File: config.mk
export PLATFORM = sky130hd
export DESIGN_NAME = pwm_breath_sequencer_flat
export DESIGN_NICKNAME = d
export VERILOG_FILES = /design/src/rtl/pwm_breath_sequencer_pkg.sv /design/src/rtl/pwm_breath_sequencer_if.sv /design/src/rtl/pwm_breath_sequencer_tick_gen.sv /design/src/rtl/pwm_breath_sequencer.sv /design/src/flat_wrapper.sv
export SDC_FILE = /design/constraint.sdc
export NUM_CORES = 1
export LEC_CHECK = 0
export CAP_MARGIN = 40
export CORE_AREA = 5 5 87 89
export DETAILED_ROUTE_END_ITERATION = 6
export DIE_AREA = 0 0 92 94
export GPL_TIMING_DRIVEN = 1
export REMOVE_ABC_BUFFERS = 1
export SETUP_SLACK_MARGIN = 0.1
export SYNTH_ARGS = -nofsm -noshare
export SYNTH_HDL_FRONTEND = slang
export SYNTH_SLANG_ARGS = --single-unit
export TNS_END_PERCENT = 30
File: constraint.sdc
create_clock -name clk -period 2.2 [get_ports clk]
set_input_delay 0.44 -clock clk [delete_from_list [all_inputs] [get_ports clk]]
set_output_delay 0.44 -clock clk [all_outputs]
set_load 0.005 [all_outputs]
File: src/rtl/pwm_breath_sequencer_pkg.sv
// Shared LED PWM types: breathing phase encoding and duty width.
// Latency: n/a (types only).
// Backpressure: n/a.
package led_pwm_pkg;
    localparam int DUTY_W = 8;

    typedef enum logic [1:0] {
        OFF_HOLD  = 2'b00,
        RAMP_UP   = 2'b01,
        ON_HOLD   = 2'b10,
        RAMP_DOWN = 2'b11
    } phase_t;
endpackage

File: src/rtl/pwm_breath_sequencer_if.sv
// Control/status bundle between the breathing sequencer and its PWM consumer.
// Latency: n/a (wires only).
// Backpressure: none; duty is a level, cycle_done a single-clk pulse.
interface pwm_breath_sequencer_if;
    import led_pwm_pkg::*;

    logic              enable;
    logic [DUTY_W-1:0] duty_cycle;
    phase_t            phase;
    logic              cycle_done;

    modport master (input enable, output duty_cycle, output phase, output cycle_done);
    modport slave  (output enable, input duty_cycle, input phase, input cycle_done);
endinterface

File: src/rtl/pwm_breath_sequencer_tick_gen.sv
// Step-tick prescaler: pulses tick once every CLK_DIV clk, synchronous clear.
// Latency: first tick CLK_DIV edges after clear drops.
// Backpressure: none; free-running while clr is low.
module tick_gen #(
    parameter logic [23:0] CLK_DIV = 24'd1_200_000
) (
    input  logic clk,
    input  logic rst_n,
    input  logic clr,
    output logic tick
);
    localparam logic [23:0] DIV_LAST = CLK_DIV - 24'd1;

    logic [23:0] div_cnt;

    assign tick = (div_cnt == DIV_LAST);

    always_ff @(posedge clk or negedge rst_n) begin
        if (!rst_n) begin
            div_cnt <= '0;
        end else if (clr || tick) begin
            div_cnt <= '0;
        end else begin
            div_cnt <= div_cnt + 24'd1;
        end
    end
endmodule

File: src/rtl/pwm_breath_sequencer.sv
// Breathing duty sequencer: off-hold, ramp-up, on-hold, ramp-down, repeat.
// Latency: outputs registered, updated only on step-tick edges.
// Backpressure: none; enable low forces off-hold with duty 0 on the next edge.
module pwm_breath_sequencer
    import led_pwm_pkg::*;
#(
    parameter logic [23:0]       CLK_DIV    = 24'd1_200_000,
    parameter logic [DUTY_W-1:0] DUTY_MAX   = 8'd200,
    parameter logic [DUTY_W-1:0] STEP       = 8'd1,
    parameter logic [7:0]        HOLD_STEPS = 8'd50
) (
    input  logic                   clk,
    input  logic                   rst_n,
    pwm_breath_sequencer_if.master bus
);
    localparam logic [7:0] HOLD_LAST = HOLD_STEPS - 8'd1;

    logic              tick;
    phase_t            state, state_nxt;
    logic [DUTY_W-1:0] duty, duty_nxt;
    logic [7:0]        hold_cnt, hold_nxt;
    logic              done, done_nxt;
    logic [DUTY_W:0]   sum;

    tick_gen #(.CLK_DIV(CLK_DIV)) u_tick_gen (
        .clk   (clk),
        .rst_n (rst_n),
        .clr   (!bus.enable),
        .tick  (tick)
    );

    always_ff @(posedge clk or negedge rst_n) begin
        if (!rst_n) begin
            state    <= OFF_HOLD;
            duty     <= '0;
            hold_cnt <= '0;
            done     <= 1'b0;
        end else begin
            state    <= state_nxt;
            duty     <= duty_nxt;
            hold_cnt <= hold_nxt;
            done     <= done_nxt;
        end
    end

    // Ramp sum is one bit wider so saturation is detected before any 8-bit wrap.
    always_comb begin
        state_nxt = state;
        duty_nxt  = duty;
        hold_nxt  = hold_cnt;
        done_nxt  = 1'b0;
        sum       = {1'b0, duty} + {1'b0, STEP};
        if (!bus.enable) begin
            state_nxt = OFF_HOLD;
            duty_nxt  = '0;
            hold_nxt  = '0;
        end else if (tick) begin
            case (state)
                OFF_HOLD: begin
                    duty_nxt = '0;
                    if (hold_cnt == HOLD_LAST) begin
                        hold_nxt  = '0;
                        state_nxt = RAMP_UP;
                    end else begin
                        hold_nxt = hold_cnt + 8'd1;
                    end
                end
                RAMP_UP: begin
                    if (sum >= {1'b0, DUTY_MAX}) begin
                        duty_nxt  = DUTY_MAX;
                        state_nxt = ON_HOLD;
                    end else begin
                        duty_nxt = sum[DUTY_W-1:0];
                    end
                end
                ON_HOLD: begin
                    duty_nxt = DUTY_MAX;
                    if (hold_cnt == HOLD_LAST) begin
                        hold_nxt  = '0;
                        state_nxt = RAMP_DOWN;
                    end else begin
                        hold_nxt = hold_cnt + 8'd1;
                    end
                end
                default: begin
                    if (duty <= STEP) begin
                        duty_nxt  = '0;
                        state_nxt = OFF_HOLD;
                        done_nxt  = 1'b1;
                    end else begin
                        duty_nxt = duty - STEP;
                    end
                end
            endcase
        end
    end

    assign bus.duty_cycle = duty;
    assign bus.phase      = state;
    assign bus.cycle_done = done;
endmodule

File: src/flat_wrapper.sv
// flat-port wrapper written by rule: the top's interface ports become plain ports
module pwm_breath_sequencer_flat import led_pwm_pkg::*;
#(
    parameter logic [23:0]       CLK_DIV    = 24'd1_200_000,
    parameter logic [DUTY_W-1:0] DUTY_MAX   = 8'd200,
    parameter logic [DUTY_W-1:0] STEP       = 8'd1,
    parameter logic [7:0]        HOLD_STEPS = 8'd50
)
  (clk, rst_n, bus_enable, bus_duty_cycle, bus_phase, bus_cycle_done);
  pwm_breath_sequencer_if bus_i ();
  input  logic clk;
  input  logic rst_n;
  input wire logic [$bits(bus_i.enable)-1:0] bus_enable;
  output wire logic [$bits(bus_i.duty_cycle)-1:0] bus_duty_cycle;
  output wire logic [$bits(bus_i.phase)-1:0] bus_phase;
  output wire logic [$bits(bus_i.cycle_done)-1:0] bus_cycle_done;
  assign bus_i.enable = bus_enable;
  assign bus_duty_cycle = bus_i.duty_cycle;
  assign bus_phase = bus_i.phase;
  assign bus_cycle_done = bus_i.cycle_done;
  pwm_breath_sequencer #(.CLK_DIV(CLK_DIV), .DUTY_MAX(DUTY_MAX), .STEP(STEP), .HOLD_STEPS(HOLD_STEPS)) u_core (.clk(clk), .rst_n(rst_n), .bus(bus_i));
endmodule
==> flow_summary_export.csv <==
group,metric,value,unit
status,status,"finished clean",
yosys,ys.flop_type,"dfrtp_1",
routing,drtAntennaViolNets,0,
yosys,synth_top_family_by_area,"simple AND/OR/NAND/NOR gates",
critical_path,critPathSlowestCell,"or3_4",
yosys,synth-seq-cells,43,
routing,routedWlPerCell,13.6,µm
routing,vias_per_cell,5.26,
cts,cts_hold_buf,0,
cts,clockBufferDepth,2,
critical_path,cp_common_cell,"or3_4",
place,io_buffers,13,
power,p_clk_share,30.1,%
cts,clock-root-buffer,"clkbuf_8",
timing,fin_crit_sh,94.1,%
yosys,async_reset_ff_share,100,%
global_routing,grt_overflow_total,0,
power,switching_share,30.2,%
yosys,synthTopCellsByArea,"dfrtp_1 (42%), nor2_1 (6.0%), ha_1 (5.3%)",
power,p_int,1190,µW
yosys,syn-cell-area,2580,µm²
layout,antenna_cells,0,
power,power_density,526,nW/µm²
layout,syn_to_final_growth,25.3,%
hold_path,min_path_type,"in -> async",
cts,clk_pin_slew,0.09,ns
yosys,synthCells,292,
routing,drt_iter0_drc,113,
yosys,avgSynthCellArea,8.82,µm²
timing,period_minus_slack,2.07,ns
floorplan,fp-row-count,30,
layout,finalNonFillerCells,422,
yosys,synth_edf_count,0,
layout,drive_above_1_share,19.9,%
power,p_switching,513,µW
critical_path,worstSetupStartpointType,"register",
cts,worstSkewPairLatency,0.30,ns
timing,setup_viol,0,
critical_path,crit_chain,"ha_2, nand2_2, or2_4, or3_4, or3_4, or3_1, nand3_1",
timing,hold_viol,0,
place,dp_hpwl,4140,µm
layout,final_core_util,48.3,%
place,place_congestion,0.829,
layout,nets,355,
timing,maxSlewHeadroom,63.4,%
routing,firstDrtPassIters,4,
place,postPlaceCellArea,3050,µm²
power,p_comb_share,19.9,%
floorplan,die_h,94,µm
critical_path,crit_fanout,3,
routing,finalWirelength,5750,µm
floorplan,start_util,38.6,%
power,peakVddDrop,0.000459,V
floorplan,core,6680,µm²
floorplan,die_area,8650,µm²
global_routing,grt_pass1_wl,9880,µm
yosys,synthSimpleGateAreaFrac,27.0,%
timing,worst_pin_slew,0.548,ns
timing,finalMaxSlewViolations,0,
timing,max_clock_freq,0.483,GHz
yosys,ys.warnings.count,0,
timing,rsz0062_at_grt,"true",
routing,vias,2218,
cts,cts_tree,"done",
power,p_leak,0.00142,µW
critical_path,crit_type,"reg -> reg",
layout,fill_cells,627,
timing,hold_ws,0.196,ns
layout,mostFrequentLayoutCells,"nor2_1 (41), dfrtp_1 (39), buf_4 (37), nand2_1 (28), nand3_1 (21)",
layout,layout_commonest_cell,"nor2_1",
place,dp.cells,412,
global_routing,grt_max_degree,44,
critical_path,crit_arrival,2.30,ns
critical_path,cp.required,2.43,ns
global_routing,track_usage,14.1,%
yosys,ys_seq_area_share,41.8,%
yosys,netlist-cell-type-count,46,
floorplan,die_x,92,µm
yosys,synth-adder-area-share,5.34,%
yosys,synth_xor_xnor_area_share,8.84,%
layout,stdcell_area,3230,µm²
cts,cts_sinks,43,
job,max_cap_viol_count,0,
cts,numCtsBuffers,5,
power,pwr-share-seq,50.1,%
floorplan,boundaryPins,14,
global_routing,grt_pass1_vias,2102,
critical_path,slowest_delay,0.40,ns
timing,finClkSkew,0.00871,ns
cts,htreeDepth,2,
yosys,muxShareOfSynthArea,1.17,%
critical_path,end_kind,"register",
global_routing,antenna_found_initial,0,
yosys,synth_area_leader_cell,"dfrtp_1",
yosys,synth_top_area_share,41.8,%
routing,drc,0,
yosys,synth_compound_area_share,12.9,%
## logic make-up (layout without fill, tap and decap cells)
logic type	count (synthesis)	in the layout
buffers and inverters	19	69
xor gates and xnor gates	26	26
DFF	43	43
adders and majority gates	11	11
and+or+nand+nor	139	139
AOI/OAI and AO/OA	51	51
muxes	3	3
## power by group through the flow
stage | combinational [µW] | sequential (µW) | clock (µW)
6_report | 337 | 850 | 511
5_1_grt | 383 | 853 | 548
4_1_cts | 339 | 845 | 526
3_5_place_dp | 336 | 860 | 0
3_3_place_gp | 336 | 860 | 0
2_1_floorplan | 202 | 856 | 0
## path summary, 6_finish.rpt
check	cells past startpoint	from	endpoint	slack, ns
worst max-delay path	7	u_core.u_tick_gen.div_cnt[1]	u_core.hold_cnt[7]	0.13
worst min-delay path	2	rst_n	u_core.u_tick_gen.div_cnt[3]	0.20
min in group clk	1	u_core.hold_cnt[5]	u_core.hold_cnt[5]	0.49
worst min register to register	1	u_core.hold_cnt[5]	u_core.hold_cnt[5]	0.49
worst max register to register	7	u_core.u_tick_gen.div_cnt[1]	u_core.hold_cnt[7]	0.13
max in group asynchronous	2	rst_n	u_core.bus.phase[0]	1.59
## critical path: cells and delay by family, from the launching register on
kind,cells,cell delay (ns)
flip-flops,1,0.36
AND/OR/NAND/NOR,6,1.44
adder cells (fa/ha/maj),1,0.19
## routing by layer
metal	global-route usage, %	vias to the layer above	part of all wire, %
met3	2.64	7	2.3
met4	4.46	0	1.1
met1	19.1	1053	51
li1	-	1133	-
met2	22.8	25	46
met5	0	-	0
## Yosys cell counts (all sizes together) (2+ instances only)
cell / n
a21oi: 8
a31oi: 3
and3: 10
buf: 3
clkbuf: 7
dfrtp: 43
ha: 11
inv: 9
mux2i: 3
nand2: 29
nand2b: 2
nand3: 21
nand4: 8
nor2: 41
nor3: 8
nor4: 4
nor4b: 3
o211ai: 3
o21a: 4
o21ai: 17
o22ai: 2
o2bb2ai: 2
o31ai: 4
or3: 6
xnor2: 12
xor2: 14
## through the flow
step / total power, µW / TNS, ns / setup WS, ns
final: 1700 / 0 / 0.129
after global routing: 1780 / 0 / 0.0431
after CTS: 1710 / 0 / 0.0322
after detailed placement: 1200 / -0.000305 / -0.000305
after global placement: 1200 / 0 / 0.0126
after floorplan: 1060 / -0.249 / -0.0931
## flip-flops by register name, indices dropped and copies added (netlist names)
signal / cells
u_core.bus.duty_cycle: 8
u_core.bus.phase: 2
u_core.bus.cycle_done: 1
u_core.u_tick_gen.div_cnt: 24
u_core.hold_cnt: 8
## timing repair
action                     4_1_cts  5_1_grt
gates resized for setup          3       19
buffers inserted                 0        2
setup endpoints to repair       10       17
pin swaps                        0        8
## area by class of cell
type / count / area [µm²] / area share, %
well taps: 80 / 100 / 3.10
flip-flops and latches: 43 / 1080 / 33.5
repair buffers: 52 / 434 / 13.4
inverters: 9 / 33.8 / 1.05
multi-input cells: 230 / 1490 / 46.2
clock buffers: 5 / 68.8 / 2.13
clock inverters: 3 / 20.0 / 0.620
(Power assumes the default switching activity.)
==> patch 1: new RTL, same flow settings <==
The 4 values of `phase_t` get a Gray code encoding in 2 bits.
--- a/src/rtl/pwm_breath_sequencer_pkg.sv
+++ b/src/rtl/pwm_breath_sequencer_pkg.sv
@@ -7,8 +7,8 @@
     typedef enum logic [1:0] {
         OFF_HOLD  = 2'b00,
         RAMP_UP   = 2'b01,
-        ON_HOLD   = 2'b10,
-        RAMP_DOWN = 2'b11
+        ON_HOLD   = 2'b11,
+        RAMP_DOWN = 2'b10
     } phase_t;
 endpackage
 
Check against the original RTL: same outputs for any inputs over 10 cycles, from zero or initial values and one cycle with rst_n low; not proved beyond that.
==> patch 1 against the original RTL <==
- via count grew 14%
- sequential cell count is the same
- highest routed layer unchanged
- setup slack gained 0.034 ns
- synthesized area grew 9.4%
- maximum frequency grew 1.7%
- total power grew 6.3%
- wire length grew 21%
- final area grew 12%
- first-iteration DRC count grew 44%
- sequential share of layout area shrank 3.6 points
==> patch 1: results (changes against the original RTL) <==
Internal - 1290 uW (was 1190 uW)
cell types occupying the most area after synthesis - sky130_fd_sc_hd__dfrtp_1 (38%), sky130_fd_sc_hd__nor2_1 (5.1%), sky130_fd_sc_hd__xor2_1 (5.0%) (was sky130_fd_sc_hd__dfrtp_1 (42%), sky130_fd_sc_hd__nor2_1 (6.0%), sky130_fd_sc_hd__ha_1 (5.3%))
Post-Route Skew - 0.00720 ns (was 0.00871 ns)
share of cells above drive strength 1 - 0.236 (was 0.199)
Layout Nets - 383 (was 355)
number of distinct library cells after synthesis - 57 (was 46)
number of global-route vias before repair - 2429 (was 2102)
cell leakage power - 0.00154 uW (was 0.00142 uW)
Iter 0 DRT Violations - 163 (was 113)
initial antenna violation count - 0 (unchanged)
list of most frequent post-synthesis cells - sky130_fd_sc_hd__dfrtp_1 (43), sky130_fd_sc_hd__nor2_1 (38), sky130_fd_sc_hd__nand2_1 (34) (was sky130_fd_sc_hd__dfrtp_1 (43), sky130_fd_sc_hd__nor2_1 (41), sky130_fd_sc_hd__nand2_1 (29))
last weighted congestion value of the routability-driven placer - 0.861 (was 0.829)
detailed-route via count - 2529 (was 2218)
pin count of the biggest net entering global routing - 31 (was 44)
dominant register cell in the synthesized netlist - sky130_fd_sc_hd__dfrtp_1 (unchanged)
cell family with the largest share of critical-path delay - compound AO/OA/AOI/OAI gates (was simple AND/OR/NAND/NOR gates)
placed cell areas - 3340 um2 (was 3050 um2)
proportion of synthesized flip-flops having asynchronous set or reset - 1.00 (unchanged)
Critical Path Slowest Stage Cell - sky130_fd_sc_hd__dfrtp_1 (was sky130_fd_sc_hd__or3_4)
result of the run - completed (unchanged)
critical path peak fanout - 4 (was 3)
DPL Wire Length - 5020 um (was 4140 um)
Arr. time, crit path - 2.22 ns (was 2.30 ns)
number of clock buffers inserted by TritonCTS - 5 (unchanged)
worst vdd rail ir drop - 449 uV (was 459 uV)
flip-flop count of the largest register after layout - 24 (unchanged)
1st-pass router iterations - 4 (unchanged)
GRT Overall Usage - 0.171 (was 0.141)
global-route wire length before repair - 11800 um (was 9880 um)
Critical Path Start - u_core.bus.duty_cycle[1]$_DFFE_PN0N_ (was u_core.u_tick_gen.div_cnt[1]$_DFF_PN0_)
post-synthesis sequential area ratio - 0.382 (was 0.418)
WL per Instance - 15.5 um (was 13.6 um)
Max-Slew Margin vs Limit - 0.533 (was 0.634)
## patch 1: cell count changes in the layout (fill, tap and decap cells not counted), sizes merged, moves of 3 or more
cell / delta
and4: +3
buf: +8
nand2: +6
nand3: -3
nand3b: +3
nor2: -3
nor2b: +3
or3: +4
or4: +3
xnor2: -6
## patch 1: final cells by class
type                       count  area (um2)
tap                           80         100
clock inverter                 2        37.5
clock buffer                   5        68.8
sequential                    43        1080
fill                         634        3080
timing repair buffer          60         490
inverter                       9        33.8
multi-input combinational    250        1790
## patch 1: timing repair
item / 4_1_cts / 5_1_grt
pin swaps: 0 / 12
hold endpoints to repair: 0 / 0
setup endpoints to repair: 3 / 16
resized for setup: 1 / 28
buffers inserted: 0 / 2
## patch 1: power groups by stage
stage	sequential (uW)	combinational, uW	clock [uW]
after floorplan	852	203	0
after global placement	856	345	0
after detailed placement	856	338	0
after CTS	840	341	637
after global routing	846	389	683
final	840	352	613
## patch 1: layer usage
layer / GRT usage / share of wire
met5: 0 / 0
met4: 0.0495 / 0.011
met3: 0.0385 / 0.051
met2: 0.268 / 0.46
met1: 0.237 / 0.48
## patch 1: final timing paths
kind / slack (ns) / endpoint / cells past startpoint
worst min register to register: 0.52 / u_core.hold_cnt[6]$_DFFE_PN0P_ / 1
max in group asynchronous: 1.36 / u_core.bus.duty_cycle[2]$_DFFE_PN0N_ / 2
min in group clk: 0.52 / u_core.hold_cnt[6]$_DFFE_PN0P_ / 1
worst min-delay path: 0.18 / u_core.u_tick_gen.div_cnt[2]$_DFF_PN0_ / 1
worst max register to register: 0.16 / u_core.bus.phase[1]$_DFFE_PN0P_ / 9
worst max-delay path: 0.16 / u_core.bus.phase[1]$_DFFE_PN0P_ / 9
## patch 1: per-stage QoR
step,worst slack (ns),std cells
5_1_grt,0.0422,449
3_3_place_gp,0.0755,440
4_1_cts,0.0541,447
6_report,0.163,449
3_5_place_dp,0.0536,440
2_1_floorplan,-0.342,302
## patch 1: kinds of logic after synthesis
group                      count (synthesis)  share of synthesized area
and+or+nand+nor                          156                      0.313
AOI/OAI and AO/OA                         60                      0.152
DFF                                       43                      0.382
buffers and inverters                     23                     0.0328
xor gates and xnor gates                  22                     0.0684
adders and majority gates                 11                     0.0488
muxes                                      1                    0.00355
==> patch 2: new RTL, same settings <==
Without the edit above. The package constant `DUTY_W` goes from 8 to 10.
--- a/src/rtl/pwm_breath_sequencer_pkg.sv
+++ b/src/rtl/pwm_breath_sequencer_pkg.sv
@@ -2,7 +2,7 @@
 // Latency: n/a (types only).
 // Backpressure: n/a.
 package led_pwm_pkg;
-    localparam int DUTY_W = 8;
+    localparam int DUTY_W = 10;
 
     typedef enum logic [1:0] {
         OFF_HOLD  = 2'b00,
Interface: changed (resized bus_duty_cycle); port bits go from 14 to 16. The function was not compared with the original's and may differ.
==> patch 2 against the original RTL <==
- first-iteration DRC count down 2.7%
- synthesized area grew 13%
- sequential cell count is 2 higher
- total power grew 7.5%
- largest cell class unchanged
- synthesized cell count up 11%
- wire length up 21%
- setup slack got worse by 0.041 ns
- final area rose by 8.2%
- core utilization rose by 4.0 points
- combinational power up 10%
==> patch 2: results (changes against the original RTL) <==
result of the run - completed (unchanged)
global-route wire length before repair - 11400 um (was 9880 um)
critical path peak fanout - 4 (was 3)
worst reg2reg path startpoint - u_core.u_tick_gen.div_cnt[22]$_DFF_PN0_ (was u_core.u_tick_gen.div_cnt[1]$_DFF_PN0_)
Layout fillers - 604 (was 627)
placed cell areas - 3290 um2 (was 3050 um2)
inverters - 15 (was 9)
adder-cell share of the synthesized area - 0.0474 (was 0.0534)
post-synthesis sequential area ratio - 0.387 (was 0.418)
Max-Slew Margin vs Limit - 0.546 (was 0.634)
cell leakage power - 0.00149 uW (was 0.00142 uW)
non-clock buffer contribution to total cell area - 0.119 (was 0.134)
reg-to-reg critical path endpoint - u_core.bus.phase[1]$_DFFE_PN0P_ (was u_core.hold_cnt[7]$_DFFE_PN0P_)
Global Route met2 Usage - 0.279 (was 0.228)
bufs w/o clock - 51 (was 52)
portion of the layout cell area used by clock cells - 0.0290 (was 0.0275)
Critical Path Slowest Stage Cell - sky130_fd_sc_hd__or3b_4 (was sky130_fd_sc_hd__or3_4)
highest cell delay on the worst timing path - 0.44 ns (was 0.40 ns)
complex-gate fraction of the synthesized area - 0.174 (was 0.129)
clock network power - 569 uW (was 511 uW)
DPL Wire Length - 5000 um (was 4140 um)
IO buf count - 15 (was 13)
Post-Place Worst Slack - -0.113 ns (was -0.000305 ns)
R2R cell count - 5 (was 7)
share of cells above drive strength 1 - 0.184 (was 0.199)
Layout clock buffers - 7 (was 5)
fraction of power consumed by combinational cells - 0.204 (was 0.199)
area of all sequential standard cells - 1130 um2 (was 1080 um2)
GRT Overall Usage - 0.164 (was 0.141)
## patch 2: cell count changes after synthesis, moves of 4 or more
cell,delta
sky130_fd_sc_hd__nor3_1,+4
sky130_fd_sc_hd__xor2_1,+4
sky130_fd_sc_hd__buf_2,+4
sky130_fd_sc_hd__inv_1,+5
sky130_fd_sc_hd__nand2_1,-5
sky130_fd_sc_hd__and2_1,+4
sky130_fd_sc_hd__xnor2_1,-6
sky130_fd_sc_hd__or3_1,-5
sky130_fd_sc_hd__nor2_1,+4
## patch 2: per-stage QoR
step	setup TNS, ns	hold WS (ns)	std cells
2_1_floorplan	-0.0862	0.144	311
5_1_grt	0	0.276	450
3_5_place_dp	-0.157	0.455	434
4_1_cts	0	0.248	442
6_report	0	0.220	450
3_3_place_gp	0	0.463	434
## patch 2: repair_timing
| action | in CTS | in global routing |
|---|---|---|
| buffers inserted | 0 | 8 |
| setup endpoints to repair | 1 | 29 |
| pin swaps | 1 | 9 |
| hold endpoints to repair | 0 | 0 |
| resized for setup | 0 | 14 |
